--- config.mk ---
export PLATFORM = sky130hd
export DESIGN_NAME = led_scan_ctrl_flat
export DESIGN_NICKNAME = d
export VERILOG_FILES = /design/src/rtl/led_scan_pkg.sv /design/src/rtl/led_scan_if.sv /design/src/rtl/scan_prescaler.sv /design/src/rtl/led_scan_ctrl.sv /design/src/flat_wrapper.sv
export SDC_FILE = /design/constraint.sdc
export NUM_CORES = 1
export LEC_CHECK = 0
export CAP_MARGIN = 15
export CORE_ASPECT_RATIO = 1.75
export CORE_MARGIN = 8
export CORE_UTILIZATION = 52
export CTS_CLUSTER_DIAMETER = 150
export DETAILED_ROUTE_END_ITERATION = 8
export GPL_TIMING_DRIVEN = 0
export PLACE_DENSITY = 0.74
export SYNTH_ARGS = -nofsm -noshare
export SYNTH_HDL_FRONTEND = slang
export SYNTH_SLANG_ARGS = --single-unit
--- constraint.sdc ---
create_clock -name clk -period 2.41 [get_ports clk]
set_input_delay 0.3615 -clock clk [delete_from_list [all_inputs] [get_ports clk]]
set_output_delay 0.3615 -clock clk [all_outputs]
set_load 0.005 [all_outputs]
--- src/rtl/led_scan_pkg.sv ---
// led_scan_pkg: shared state encoding, index limits and direction codes
// for the LED scan sequencer.
package led_scan_pkg;

    typedef enum logic [1:0] {
        IDLE = 2'd0,
        RUN  = 2'd1,
        HOLD = 2'd2
    } scan_state_e;

    localparam logic [3:0] SEL_MAX = 4'd15;
    localparam logic [3:0] SEL_MIN = 4'd0;

    localparam logic DIR_UP = 1'b0;
    localparam logic DIR_DN = 1'b1;

    function automatic logic [3:0] sel_step(
        input logic [3:0] s,
        input logic       d
    );
        return (d == DIR_DN) ? s - 4'd1 : s + 4'd1;
    endfunction

endpackage

--- src/rtl/led_scan_if.sv ---
// led_scan_if: control inputs and decoder-side outputs of the scan
// sequencer, grouped for the board-level controller and the sequencer.
interface led_scan_if;

    logic       start;
    logic       stop;
    logic       pause;
    logic       dir;
    logic       bounce;
    logic [1:0] speed;
    logic [3:0] sel;
    logic       dec_en;
    logic       busy;
    logic       wrap;

    modport master (
        output start, stop, pause, dir, bounce, speed,
        input  sel, dec_en, busy, wrap
    );

    modport slave (
        input  start, stop, pause, dir, bounce, speed,
        output sel, dec_en, busy, wrap
    );

endinterface

--- src/rtl/scan_prescaler.sv ---
// scan_prescaler: free-running tick divider with enable, clear and a
// runtime terminal count; ticks whenever the count has reached term.
module scan_prescaler #(
    parameter int DIV_W = 30
) (
    input  logic             clk,
    input  logic             rst_n,
    input  logic             en,
    input  logic             clr,
    input  logic [DIV_W-1:0] term,
    output logic             tick
);

    logic [DIV_W-1:0] cnt;

    // >= so that lowering term mid-count ticks on the next cycle
    assign tick = en && (cnt >= term);

    always_ff @(posedge clk or negedge rst_n) begin
        if (!rst_n) begin
            cnt <= '0;
        end else if (clr || tick) begin
            cnt <= '0;
        end else if (en) begin
            cnt <= cnt + DIV_W'(1);
        end
    end

endmodule

--- src/rtl/led_scan_ctrl.sv ---
// led_scan_ctrl: steps the 4-to-16 LED decoder select at a programmable rate.
// Define LED_SCAN_BOUNCE_EN to enable ping-pong scanning via the bounce input.
module led_scan_ctrl
    import led_scan_pkg::*;
#(
    parameter int DIV_BASE = 25_000_000,
    parameter int DIV_W    = 30
) (
    input  logic      clk,
    input  logic      rst_n,
    led_scan_if.slave ifc
);

    scan_state_e state_q, state_d;
    logic [3:0]  sel_q, sel_d;
    logic        dir_q, dir_d;
    logic        wrap_q, wrap_d;
    logic        busy_q;

    logic [DIV_W-1:0] term;
    logic             tick;
    logic             bnc;
    logic             turn;
    logic             mv_dir;
    logic [3:0]       nxt_sel;
    logic             end_hit;

`ifdef LED_SCAN_BOUNCE_EN
    assign bnc = ifc.bounce;
`else
    logic bounce_unused;
    assign bnc = 1'b0;
    assign bounce_unused = ifc.bounce;
`endif

    assign term = (DIV_W'(DIV_BASE) << ifc.speed) - DIV_W'(1);

    scan_prescaler #(
        .DIV_W (DIV_W)
    ) u_pre (
        .clk   (clk),
        .rst_n (rst_n),
        .en    (state_q == RUN),
        .clr   (ifc.start),
        .term  (term),
        .tick  (tick)
    );

    // Ping-pong reverses at an endpoint; wrap mode tracks dir live.
    assign turn = (dir_q == DIR_UP && sel_q == SEL_MAX) ||
                  (dir_q == DIR_DN && sel_q == SEL_MIN);
    assign mv_dir  = bnc ? (dir_q ^ turn) : ifc.dir;
    assign nxt_sel = sel_step(sel_q, mv_dir);

    always_comb begin
        end_hit = 1'b0;
        if (bnc) begin
            end_hit = (mv_dir == DIR_UP) ? (nxt_sel == SEL_MAX)
                                         : (nxt_sel == SEL_MIN);
        end else begin
            end_hit = (mv_dir == DIR_UP) ? (nxt_sel == SEL_MIN)
                                         : (nxt_sel == SEL_MAX);
        end
    end

    always_comb begin
        state_d = state_q;
        sel_d   = sel_q;
        dir_d   = dir_q;
        wrap_d  = 1'b0;
        if (ifc.stop) begin
            state_d = IDLE;
            sel_d   = SEL_MIN;
        end else if (ifc.start) begin
            sel_d   = (ifc.dir == DIR_DN) ? SEL_MAX : SEL_MIN;
            dir_d   = ifc.dir;
            state_d = (state_q != IDLE && ifc.pause) ? HOLD : RUN;
        end else begin
            unique case (state_q)
                RUN: begin
                    if (ifc.pause) begin
                        state_d = HOLD;
                    end
                    if (tick) begin
                        sel_d  = nxt_sel;
                        dir_d  = mv_dir;
                        wrap_d = end_hit;
                    end
                end
                HOLD: begin
                    if (!ifc.pause) begin
                        state_d = RUN;
                    end
                end
                IDLE: begin
                end
                default: begin
                    state_d = IDLE;
                end
            endcase
        end
    end

    always_ff @(posedge clk or negedge rst_n) begin
        if (!rst_n) begin
            state_q <= IDLE;
            sel_q   <= SEL_MIN;
            dir_q   <= DIR_UP;
            wrap_q  <= 1'b0;
            busy_q  <= 1'b0;
        end else begin
            state_q <= state_d;
            sel_q   <= sel_d;
            dir_q   <= dir_d;
            wrap_q  <= wrap_d;
            busy_q  <= (state_d != IDLE);
        end
    end

    assign ifc.sel    = sel_q;
    assign ifc.dec_en = busy_q;
    assign ifc.busy   = busy_q;
    assign ifc.wrap   = wrap_q;

endmodule
--- src/flat_wrapper.sv ---
// flat-port wrapper written by rule: the top's interface ports become plain ports
module led_scan_ctrl_flat import led_scan_pkg::*;
#(
    parameter int DIV_BASE = 25_000_000,
    parameter int DIV_W    = 30
)
  (clk, rst_n, ifc_start, ifc_stop, ifc_pause, ifc_dir, ifc_bounce, ifc_speed, ifc_sel, ifc_dec_en, ifc_busy, ifc_wrap);
  led_scan_if ifc_i ();
  input  logic clk;
  input  logic rst_n;
  input wire logic [$bits(ifc_i.start)-1:0] ifc_start;
  input wire logic [$bits(ifc_i.stop)-1:0] ifc_stop;
  input wire logic [$bits(ifc_i.pause)-1:0] ifc_pause;
  input wire logic [$bits(ifc_i.dir)-1:0] ifc_dir;
  input wire logic [$bits(ifc_i.bounce)-1:0] ifc_bounce;
  input wire logic [$bits(ifc_i.speed)-1:0] ifc_speed;
  output wire logic [$bits(ifc_i.sel)-1:0] ifc_sel;
  output wire logic [$bits(ifc_i.dec_en)-1:0] ifc_dec_en;
  output wire logic [$bits(ifc_i.busy)-1:0] ifc_busy;
  output wire logic [$bits(ifc_i.wrap)-1:0] ifc_wrap;
  assign ifc_i.start = ifc_start;
  assign ifc_i.stop = ifc_stop;
  assign ifc_i.pause = ifc_pause;
  assign ifc_i.dir = ifc_dir;
  assign ifc_i.bounce = ifc_bounce;
  assign ifc_i.speed = ifc_speed;
  assign ifc_sel = ifc_i.sel;
  assign ifc_dec_en = ifc_i.dec_en;
  assign ifc_busy = ifc_i.busy;
  assign ifc_wrap = ifc_i.wrap;
  led_scan_ctrl #(.DIV_BASE(DIV_BASE), .DIV_W(DIV_W)) u_core (.clk(clk), .rst_n(rst_n), .ifc(ifc_i));
endmodule
==> results.sh, run 1 <==
export IMPL_detail_route_iter0_violations=83
export IMPL_postLayoutCellArea_um2=3390
export IMPL_criticalPathCategory="register to register"
export IMPL_crit_buf_inv=3
export IMPL_finalNetCount=354
export IMPL_dr_total_vias=2184
export IMPL_die_y_um=114
export IMPL_port_buffers=13
export IMPL_clock_path_buffers=2
export IMPL_hpwl_um=4450
export IMPL_worstPathArrival_ns=2.50
export IMPL_netlist_instances=281
export IMPL_synth_flop_cell="dfrtp_1"
export IMPL_crit_path_top_delay_cell="or4bb_1"
export IMPL_ios=16
export IMPL_cp_required_ns=2.59
export IMPL_postCtsHoldBufs=0
export IMPL_max_slew_worst_pin_slew_ns=0.854
export IMPL_path_delay_family="simple AND/OR/NAND/NOR gates"
export IMPL_cts_tree="yes"
export IMPL_fmax_mhz=431
export IMPL_dieWidth_um=71.8
export IMPL_ant_nets=0
export IMPL_grt_total_usage=0.164
export IMPL_initial_core_util=0.539
export IMPL_power_density_nw_per_um2=392
export IMPL_remaining_drc_errors=0
export IMPL_clkLatencyLatePin_ns=0.29
export IMPL_worst_path_most_repeated_cell="buf_6"
export IMPL_crit_path_max_fanout=8
export IMPL_post_dp_cell_area_um2=3070
export IMPL_cts_root_buffer="clkbuf_8"
export IMPL_hold_class="input port to asynchronous set/reset pin"
export IMPL_finalCritPeriodShare=0.963
export IMPL_max_slew_margin=0.431
export IMPL_grt_pass1_wl_um=10500
export IMPL_cts_htree_levels=2
export IMPL_hold_ws_ns=0.166
export IMPL_routed_wl_um=6180
export IMPL_wl_per_cell_um=16.4
export IMPL_final_max_slew_viol_count=0
export IMPL_ir_drop_mv=0.354
export IMPL_die_area_um2=8160
export IMPL_cts_sinks=38
export IMPL_synth_edff_count=0
export IMPL_leakage_nw=1.43
export IMPL_setup_viol_count_final=0
export IMPL_outcome="completed"
export IMPL_synth_top_area_frac=0.336
export IMPL_rsz0062_at_grt="yes"
export IMPL_firstDrtPassIters=4
export IMPL_core_area_um2=5260
export IMPL_synthTopCellsByCount="38 x dfrtp_1, 26 x nor2_1, 24 x ha_1"
export IMPL_synth_most_common_cell="dfrtp_1"
export IMPL_synth_seq_cells=38
export IMPL_synth_warnings=0
export IMPL_grt_max_degree=39
export IMPL_netlist_top_cells_area="dfrtp_1 34%, ha_1 11%, nor2_4 8.0%"
export IMPL_num_rows=35
export IMPL_via_per_inst=5.81
export IMPL_critPathLaunchType="register"
export IMPL_num_antenna_cells=0
export IMPL_grt_overflow=0
export IMPL_antenna_found_initial=0
export IMPL_synth_distinct_cells=57
export IMPL_cp_slowest_stage_delay_ns=0.42
export IMPL_synth_top_area_cell="dfrtp_1"
export IMPL_layout_min_cycle_time_ns=2.32
export IMPL_gp_congestion=0.868
export IMPL_cap_viol_max_count=0
export IMPL_drive_gt1_frac=0.255
export IMPL_crit_path_end_kind="register"
export IMPL_clkSlewWorstSetupHoldPaths_ns=0.08
export IMPL_synth_area_um2=2830
export IMPL_first_global_vias=2373
export IMPL_fin_skew_ns=0.00568
export IMPL_numCtsBuffers=5
export IMPL_hold_violations=0
export IMPL_seq_area_frac_synth=0.336
export IMPL_cp_cell_sequence="ha_1 > or4bb_1 > a211oi_2 > nor4_2 > o221ai_2 > buf_6 > o21ai_4 > buf_6 > nand2_8 > buf_16 > nor2_4"
export IMPL_async_flop_share=1.00
export IMPL_syn_avg_cell_area_um2=10.1
export IMPL_area_growth_pct=19.8
-- per-stage QoR --
stage                     total power, W  setup WS (ns)  setup TNS, ns  cells   util
after global routing             0.00139        -0.0138        -0.0306    376  0.646
after floorplan                 0.000791         0.0486              0    284      -
final                            0.00133         0.0902              0    376  0.646
after detailed placement        0.000861         -0.940         -30.57    352  0.584
after global placement          0.000857         -0.938         -30.68    352  0.585
after CTS                        0.00135       -0.00256       -0.00855    372  0.632
-- per-layer routing --
metal | GRT usage | vias to the layer above | share of wire
met5 | 0 | - | 0
met3 | 0.0334 | 27 | 0.030
li1 | - | 1060 | -
met1 | 0.149 | 1060 | 0.37
met2 | 0.306 | 37 | 0.54
met4 | 0.117 | 0 | 0.057
-- logic make-up after synthesis --
logic type / count (synthesis) / synth area share
AND/OR/NAND/NOR: 119 / 0.287
AO/OA/AOI/OAI: 39 / 0.107
flip-flops: 38 / 0.336
XOR/XNOR: 30 / 0.0928
adder cells (fa/ha/maj): 26 / 0.117
buffers and inverters: 24 / 0.0468
multiplexers: 3 / 0.0110
other: 2 / 0.00265
-- state kept, by name (all words and copies together), names as in the netlist --
signal	flops
u_core.u_pre.cnt	30
u_core.ifc.sel	4
u_core.ifc.busy	1
u_core.ifc.wrap	1
u_core.state_q	2
-- final cells by class --
class	instances	area [um^2]
plain buffers	11	86.3
flip-flops and latches	38	953
multi-input cells	223	1850
clock inverters	2	12.5
fillers	417	1860
inverters	13	48.8
repair buffers	28	287
well taps	55	68.8
clock buffers	6	82.6
-- what timing repair did --
action                     CTS  global route
setup buffers                9             4
setup endpoints to repair   35            32
cloned                       3             0
resized for setup           12            10
pin swaps                    7            12
-- power by group --
part	total, W	internal, W	switching [W]
logic	0.000204	0.0000883	0.000116
registers	0.000663	0.000648	0.0000142
clock network	0.000465	0.000230	0.000235
total	0.00133	0.000967	0.000365
-- placed cells by master (no fill, tap or decap), types with 3 or more instances in the layout --
cell | netlist | final
dfrtp_1 | 38 | 36
nor2_1 | 26 | 25
ha_1 | 24 | 23
nor2_4 | 20 | 21
xnor2_1 | 19 | 19
nand2_1 | 16 | 16
nand3_1 | 14 | 14
buf_4 | 2 | 13
inv_1 | 12 | 12
xor2_1 | 11 | 11
clkdlybuf4s50_1 | 0 | 11
a21oi_1 | 12 | 10
nand4_1 | 8 | 8
nor3_1 | 9 | 7
clkbuf_8 | 0 | 6
clkbuf_1 | 5 | 5
a21o_1 | 5 | 5
conb_1 | 2 | 5
a31oi_1 | 4 | 4
nor3_2 | 2 | 3
a211oi_2 | 0 | 3
a22oi_1 | 3 | 3
buf_6 | 0 | 3
-- worst paths after layout --
path,startpoint,to,slack (ns),cells after the start
setup / recovery,u_core.u_pre.cnt[7]$_DFFE_PN0P_,u_core.u_pre.cnt[25]$_DFFE_PN0P_,0.09,11
hold / removal,rst_n,u_core.u_pre.cnt[12]$_DFFE_PN0P_,0.17,1
setup reg to reg,u_core.u_pre.cnt[7]$_DFFE_PN0P_,u_core.u_pre.cnt[25]$_DFFE_PN0P_,0.09,11
hold reg to reg,u_core.state_q[1]$_DFF_PN0_,u_core.state_q[1]$_DFF_PN0_,0.55,1
max in group asynchronous,rst_n,u_core.u_pre.cnt[10]$_DFFE_PN0P_,1.66,1
min in group clk,u_core.state_q[1]$_DFF_PN0_,u_core.state_q[1]$_DFF_PN0_,0.55,1
(Power assumes the default switching activity.)
==> run 2: changes to the inputs <==
Settings changed: CORE_ASPECT_RATIO 1.75 to unset, SKIP_LAST_GASP set to 1.
==> run 2 against run 1 <==
Utilization is 1.0 points higher; worst hold slack improved by 0.0089 ns; worst setup slack got worse by 0.024 ns; final area rose by 3.8%; critical path depth is 1 higher; critical endpoint is now u_core.u_pre.cnt[13]$_DFFE_PN0P_.
==> results.sh, run 2 (synthesized netlist as in run 1, its figures left out) <==
export IMPL_crit_path_end_kind="register"
export IMPL_layout_min_cycle_time_ns=2.34
export IMPL_remaining_drc_errors=0
export IMPL_max_slew_margin=0.424
export IMPL_regMostFlops="u_core.u_pre.cnt"
export IMPL_num_rows=27
export IMPL_cts_sinks=38
export IMPL_ir_drop_mv=0.362
export IMPL_dr_total_vias=2195
export IMPL_fin_skew_ns=0.00789
export IMPL_postLayoutCellArea_um2=3520
export IMPL_area_growth_pct=24.4
export IMPL_crit_path_top_delay_cell="dfrtp_1"
export IMPL_power_density_nw_per_um2=435
export IMPL_drive_gt1_frac=0.284
export IMPL_die_area_um2=8060
export IMPL_grt_total_usage=0.154
export IMPL_via_per_inst=5.54
export IMPL_port_buffers=13
export IMPL_clkSlewWorstSetupHoldPaths_ns=0.08
export IMPL_cp_slowest_stage_delay_ns=0.43
export IMPL_routed_wl_um=6260
export IMPL_fmax_mhz=427
export IMPL_worst_path_most_repeated_cell="buf_4"
export IMPL_power_w=0.00153
export IMPL_setup_slack_ns=0.0659
export IMPL_grt_pass1_wl_um=10400
export IMPL_cap_viol_max_count=0
export IMPL_ant_nets=0
export IMPL_clkLatencyLatePin_ns=0.30
export IMPL_hold_ws_ns=0.175
export IMPL_worstPathArrival_ns=2.53
export IMPL_clock_path_buffers=2
export IMPL_critPathLaunchType="register"
export IMPL_hpwl_um=4060
export IMPL_initial_core_util=0.527
export IMPL_firstDrtPassIters=4
export IMPL_rrSetupSlack_ns=0.07
export IMPL_core_area_um2=5370
export IMPL_hold_violations=0
export IMPL_cp_required_ns=2.60
export IMPL_max_slew_worst_pin_slew_ns=0.864
export IMPL_layout_common_cells="36 x dfrtp_1, 23 x nor2_1, 21 x nor2_4"
export IMPL_seqCellArea_um2=953
export IMPL_nFillCells=405
export IMPL_post_dp_cell_area_um2=3090
export IMPL_die_y_um=89.8
export IMPL_wl_per_cell_um=15.8
export IMPL_tns_ns=0
export IMPL_largest_reg_flops=30
export IMPL_cts_htree_levels=2
export IMPL_criticalPathCategory="register to register"
export IMPL_setup_viol_count_final=0
export IMPL_outcome="completed"
export IMPL_crit_path_max_fanout=5
export IMPL_first_global_vias=2236
export IMPL_numCtsBuffers=5
export IMPL_finalNetCount=357
export IMPL_pre_cts_ws_ns=-0.965
export IMPL_dieWidth_um=89.8
export IMPL_finalCritPeriodShare=0.973
export IMPL_rsz0062_at_grt="yes"
export IMPL_ios=16
export IMPL_hold_class="input port to asynchronous set/reset pin"
export IMPL_multi_input_area_um2=1920
export IMPL_antenna_found_initial=0
export IMPL_num_antenna_cells=0
export IMPL_grt_max_degree=39
export IMPL_final_max_slew_viol_count=0
export IMPL_cts_root_buffer="clkbuf_8"
export IMPL_cts_tree="yes"
export IMPL_leakage_nw=1.47
export IMPL_final_common_cell="dfrtp_1"
export IMPL_cp_cell_sequence="ha_2 > nand4_1 > buf_4 > a2111oi_4 > nor4_2 > o221ai_2 > buf_6 > o21ai_4 > nand2_8 > buf_4 > buf_12 > nor2_4"
export IMPL_grt_overflow=0
export IMPL_detail_route_iter0_violations=91
export IMPL_gp_congestion=0.828
run 2: cell count changes in the layout (fill, tap and decap cells not counted), sizes merged:
cell and delta:
buf +4, bufinv +2, clkbuf -2, clkinvlp -1
run 2: worst paths after layout:
kind / cells past startpoint / startpoint / to
max: 12 / u_core.u_pre.cnt[12]$_DFFE_PN0P_ / u_core.u_pre.cnt[13]$_DFFE_PN0P_
max in group asynchronous: 1 / rst_n / u_core.u_pre.cnt[11]$_DFFE_PN0P_
min reg2reg: 1 / u_core.state_q[1]$_DFF_PN0_ / u_core.state_q[1]$_DFF_PN0_
min in group clk: 1 / u_core.state_q[1]$_DFF_PN0_ / u_core.state_q[1]$_DFF_PN0_
min: 1 / rst_n / u_core.u_pre.cnt[16]$_DFFE_PN0P_
max reg2reg: 12 / u_core.u_pre.cnt[12]$_DFFE_PN0P_ / u_core.u_pre.cnt[13]$_DFFE_PN0P_
run 2: power by group:
group          switching (W)  internal, W
Combinational       0.000119    0.0000882
Clock               0.000248     0.000415
Sequential         0.0000135     0.000648
run 2: area by class of cell:
cell class,instances,share of cell area
plain buffers,11,0.0245
clock buffers,5,0.0195
clock inverters,3,0.0195
inverters,13,0.0138
multi-input cells,223,0.545
flip-flops and latches,38,0.271
well taps,72,0.0256
repair buffers,31,0.0810
run 2: timing repair:
item                                    CTS  global route
gates resized for setup                  15            15
gates cloned                              2             0
hold buffers                              0             0
buffers inserted                          8             9
endpoints found under the setup margin   35            21
pin swaps                                 8            16
run 2: metrics by stage:
step / util / instances
after global placement: 0.577 / 369
after global routing: 0.656 / 396
after detailed placement: 0.576 / 369
after CTS: 0.626 / 387
after floorplan: - / 284
final: 0.656 / 396
run 2: worst max-delay path: cells and delay by family, from the launching register on:
family | cells | cell delay (ns)
buffers and inverters | 4 | 0.61
and+or+nand+nor | 4 | 0.39
adders and majority gates | 1 | 0.35
DFF | 1 | 0.43
AOI/OAI and AO/OA | 3 | 0.45
run 2: routing by layer:
layer  part of all wire  wire, um  global-route usage  up-vias
met5                  0         0                   0        -
met4              0.018       111              0.0550        0
met3              0.031       194              0.0308       12
met2               0.52      3260               0.277       36
met1               0.43      2690               0.175     1073
li1                   -         -                   -     1074
==> run 3: changes to the inputs <==
Settings changed: GPL_ROUTABILITY_DRIVEN set to 0, GPL_TIMING_DRIVEN 0 to unset.
==> run 3 against run 2 <==
The flow now finishes with violations (negative setup slack); critical path depth down 3; non-clock buffer count up 9; first-iteration DRC count down 26%; register-to-register slack worse by 0.07 ns; sequential power about the same; via count up 2.3%; clock-buffer cell count unchanged; worst hold slack better by 0.016 ns; routed wire length up 3.8%; flip-flop and latch count unchanged; clock skew up 0.0019 ns; largest power group is now registers.
==> results.sh, run 3 (synthesized netlist as in run 1, its figures left out) <==
export IMPL_port_buffers=14
export IMPL_fmax_mhz=414
export IMPL_hold_ws_ns=0.191
export IMPL_met3_length_um=225
export IMPL_grt_max_degree=39
export IMPL_leakage_nw=1.50
export IMPL_fin_util=0.676
export IMPL_num_antenna_cells=0
export IMPL_hold_violations=0
export IMPL_via_per_inst=5.54
export IMPL_grt_overflow=0
export IMPL_pwr_share_comb=0.157
export IMPL_reg2reg_depth=9
export IMPL_dieWidth_um=89.8
export IMPL_max_slew_worst_pin_slew_ns=0.894
export IMPL_routed_wl_um=6500
export IMPL_p_sw_frac=0.267
export IMPL_dr_total_vias=2245
export IMPL_crit_path_end_kind="register"
export IMPL_wl_met1_um=2810
export IMPL_numCtsBuffers=5
export IMPL_firstDrtPassIters=4
export IMPL_cts_tree="yes"
export IMPL_remaining_drc_errors=0
export IMPL_clkSlewWorstSetupHoldPaths_ns=0.08
export IMPL_max_slew_margin=0.404
export IMPL_seqPwrFrac=0.461
export IMPL_final_max_slew_viol_count=0
export IMPL_dr_wl_met2_um=3350
export IMPL_top_layer_used="met4"
export IMPL_hold_class="input port to asynchronous set/reset pin"
export IMPL_initial_core_util=0.527
export IMPL_final_common_cell="dfrtp_1"
export IMPL_cts_sinks=38
export IMPL_p_sw_w=0.000383
export IMPL_ant_nets=0
export IMPL_die_y_um=89.8
export IMPL_drive_gt1_frac=0.324
export IMPL_core_area_um2=5370
export IMPL_p_int_w=0.00105
export IMPL_num_rows=27
export IMPL_crit_path_max_fanout=4
export IMPL_rsz0062_at_grt="yes"
export IMPL_die_area_um2=8060
export IMPL_layout_min_cycle_time_ns=2.42
export IMPL_largest_reg_flops=30
export IMPL_antenna_found_initial=0
export IMPL_cts_htree_levels=2
export IMPL_violations="negative setup slack"
export IMPL_critPathLaunchType="register"
export IMPL_regMostFlops="u_core.u_pre.cnt"
export IMPL_area_growth_pct=28.2
export IMPL_clkLatencyLatePin_ns=0.29
export IMPL_layout_common_cells="38 x dfrtp_1, 30 x buf_4, 22 x nor2_4"
export IMPL_power_density_nw_per_um2=396
export IMPL_cts_root_buffer="clkbuf_8"
export IMPL_cap_viol_max_count=0
export IMPL_outcome="finished, violations left"
export IMPL_ir_drop_mv=0.294
export IMPL_fin_skew_ns=0.00979
export IMPL_detail_route_iter0_violations=67
export IMPL_setup_viol_count_final=1
export IMPL_finalCritPeriodShare=1.00
export IMPL_grt_pass1_wl_um=10600
export IMPL_finalNetCount=366
export IMPL_wl_per_cell_um=16.0
export IMPL_hpwl_um=4290
export IMPL_first_global_vias=2256
export IMPL_power_w=0.00144
export IMPL_setup_slack_ns=-0.00555
export IMPL_ios=16
export IMPL_cp_required_ns=2.58
export IMPL_grt_total_usage=0.156
export IMPL_criticalPathCategory="register to register"
export IMPL_postCtsHoldBufs=0
export IMPL_worstPathArrival_ns=2.58
export IMPL_clock_path_buffers=2
export IMPL_pwr_share_clk=0.382
## run 3: metrics by stage
stage	TNS [ns]	setup slack (ns)	std cells	area, um^2
floorplan	0	0.0486	284	2880
global placement	-17.26	-0.538	384	3240
detailed placement	-19.59	-0.618	384	3240
CTS	-0.00387	-0.00387	400	3490
global route	-1.10	-0.0980	405	3630
finish	-0.00555	-0.00555	405	3630
## run 3: repair_timing
action                     CTS  global route
setup buffers                6             5
setup endpoints to repair   35            35
gates cloned                 2             0
pin swaps                   15            25
gates resized for setup     14            22
## run 3: power groups by stage
stage / clock (W) / combinational [W] / sequential [W]
after floorplan: 0 / 0.000118 / 0.000672
after global placement: 0 / 0.000195 / 0.000674
after detailed placement: 0 / 0.000200 / 0.000674
after CTS: 0.000558 / 0.000213 / 0.000662
after global routing: 0.000582 / 0.000246 / 0.000664
final: 0.000548 / 0.000226 / 0.000662
## run 3: path summary, 6_finish.rpt
path | startpoint | to | slack, ns
max in group asynchronous | rst_n | u_core.u_pre.cnt[29]$_DFFE_PN0P_ | 1.65
max reg2reg | u_core.u_pre.cnt[7]$_DFFE_PN0P_ | u_core.ifc.sel[3]$_DFFE_PN0P_ | -0.006
max | u_core.u_pre.cnt[7]$_DFFE_PN0P_ | u_core.ifc.sel[3]$_DFFE_PN0P_ | -0.006
min | rst_n | u_core.u_pre.cnt[26]$_DFFE_PN0P_ | 0.19
min in group clk | u_core.u_pre.cnt[1]$_DFFE_PN0P_ | u_core.u_pre.cnt[1]$_DFFE_PN0P_ | 0.56
min reg2reg | u_core.u_pre.cnt[1]$_DFFE_PN0P_ | u_core.u_pre.cnt[1]$_DFFE_PN0P_ | 0.56
## run 3: cell type report
type / instances / area [um^2]
fillers: 401 / 1740
repair buffers: 51 / 472
inverters: 13 / 48.8
multi-input cells: 223 / 1960
clock inverters: 3 / 40.0
flip-flops and latches: 38 / 951
clock buffers: 5 / 68.8
well taps: 72 / 90.1
## run 3: metal layers
metal	global-route usage	vias to the layer above
met3	0.0291	10
li1	-	1082
met1	0.188	1102
met4	0.0451	0
met5	0	-
met2	0.273	51
## run 3: critical path: stages, from the launching register on
cell,delay [ns]
dfrtp_1,0.42
ha_4,0.28
or4bb_4,0.47
a211oi_4,0.26
nor4_4,0.09
o221ai_4,0.22
buf_6,0.15
o21ai_4,0.07
a31oi_2,0.21
o311ai_2,0.11
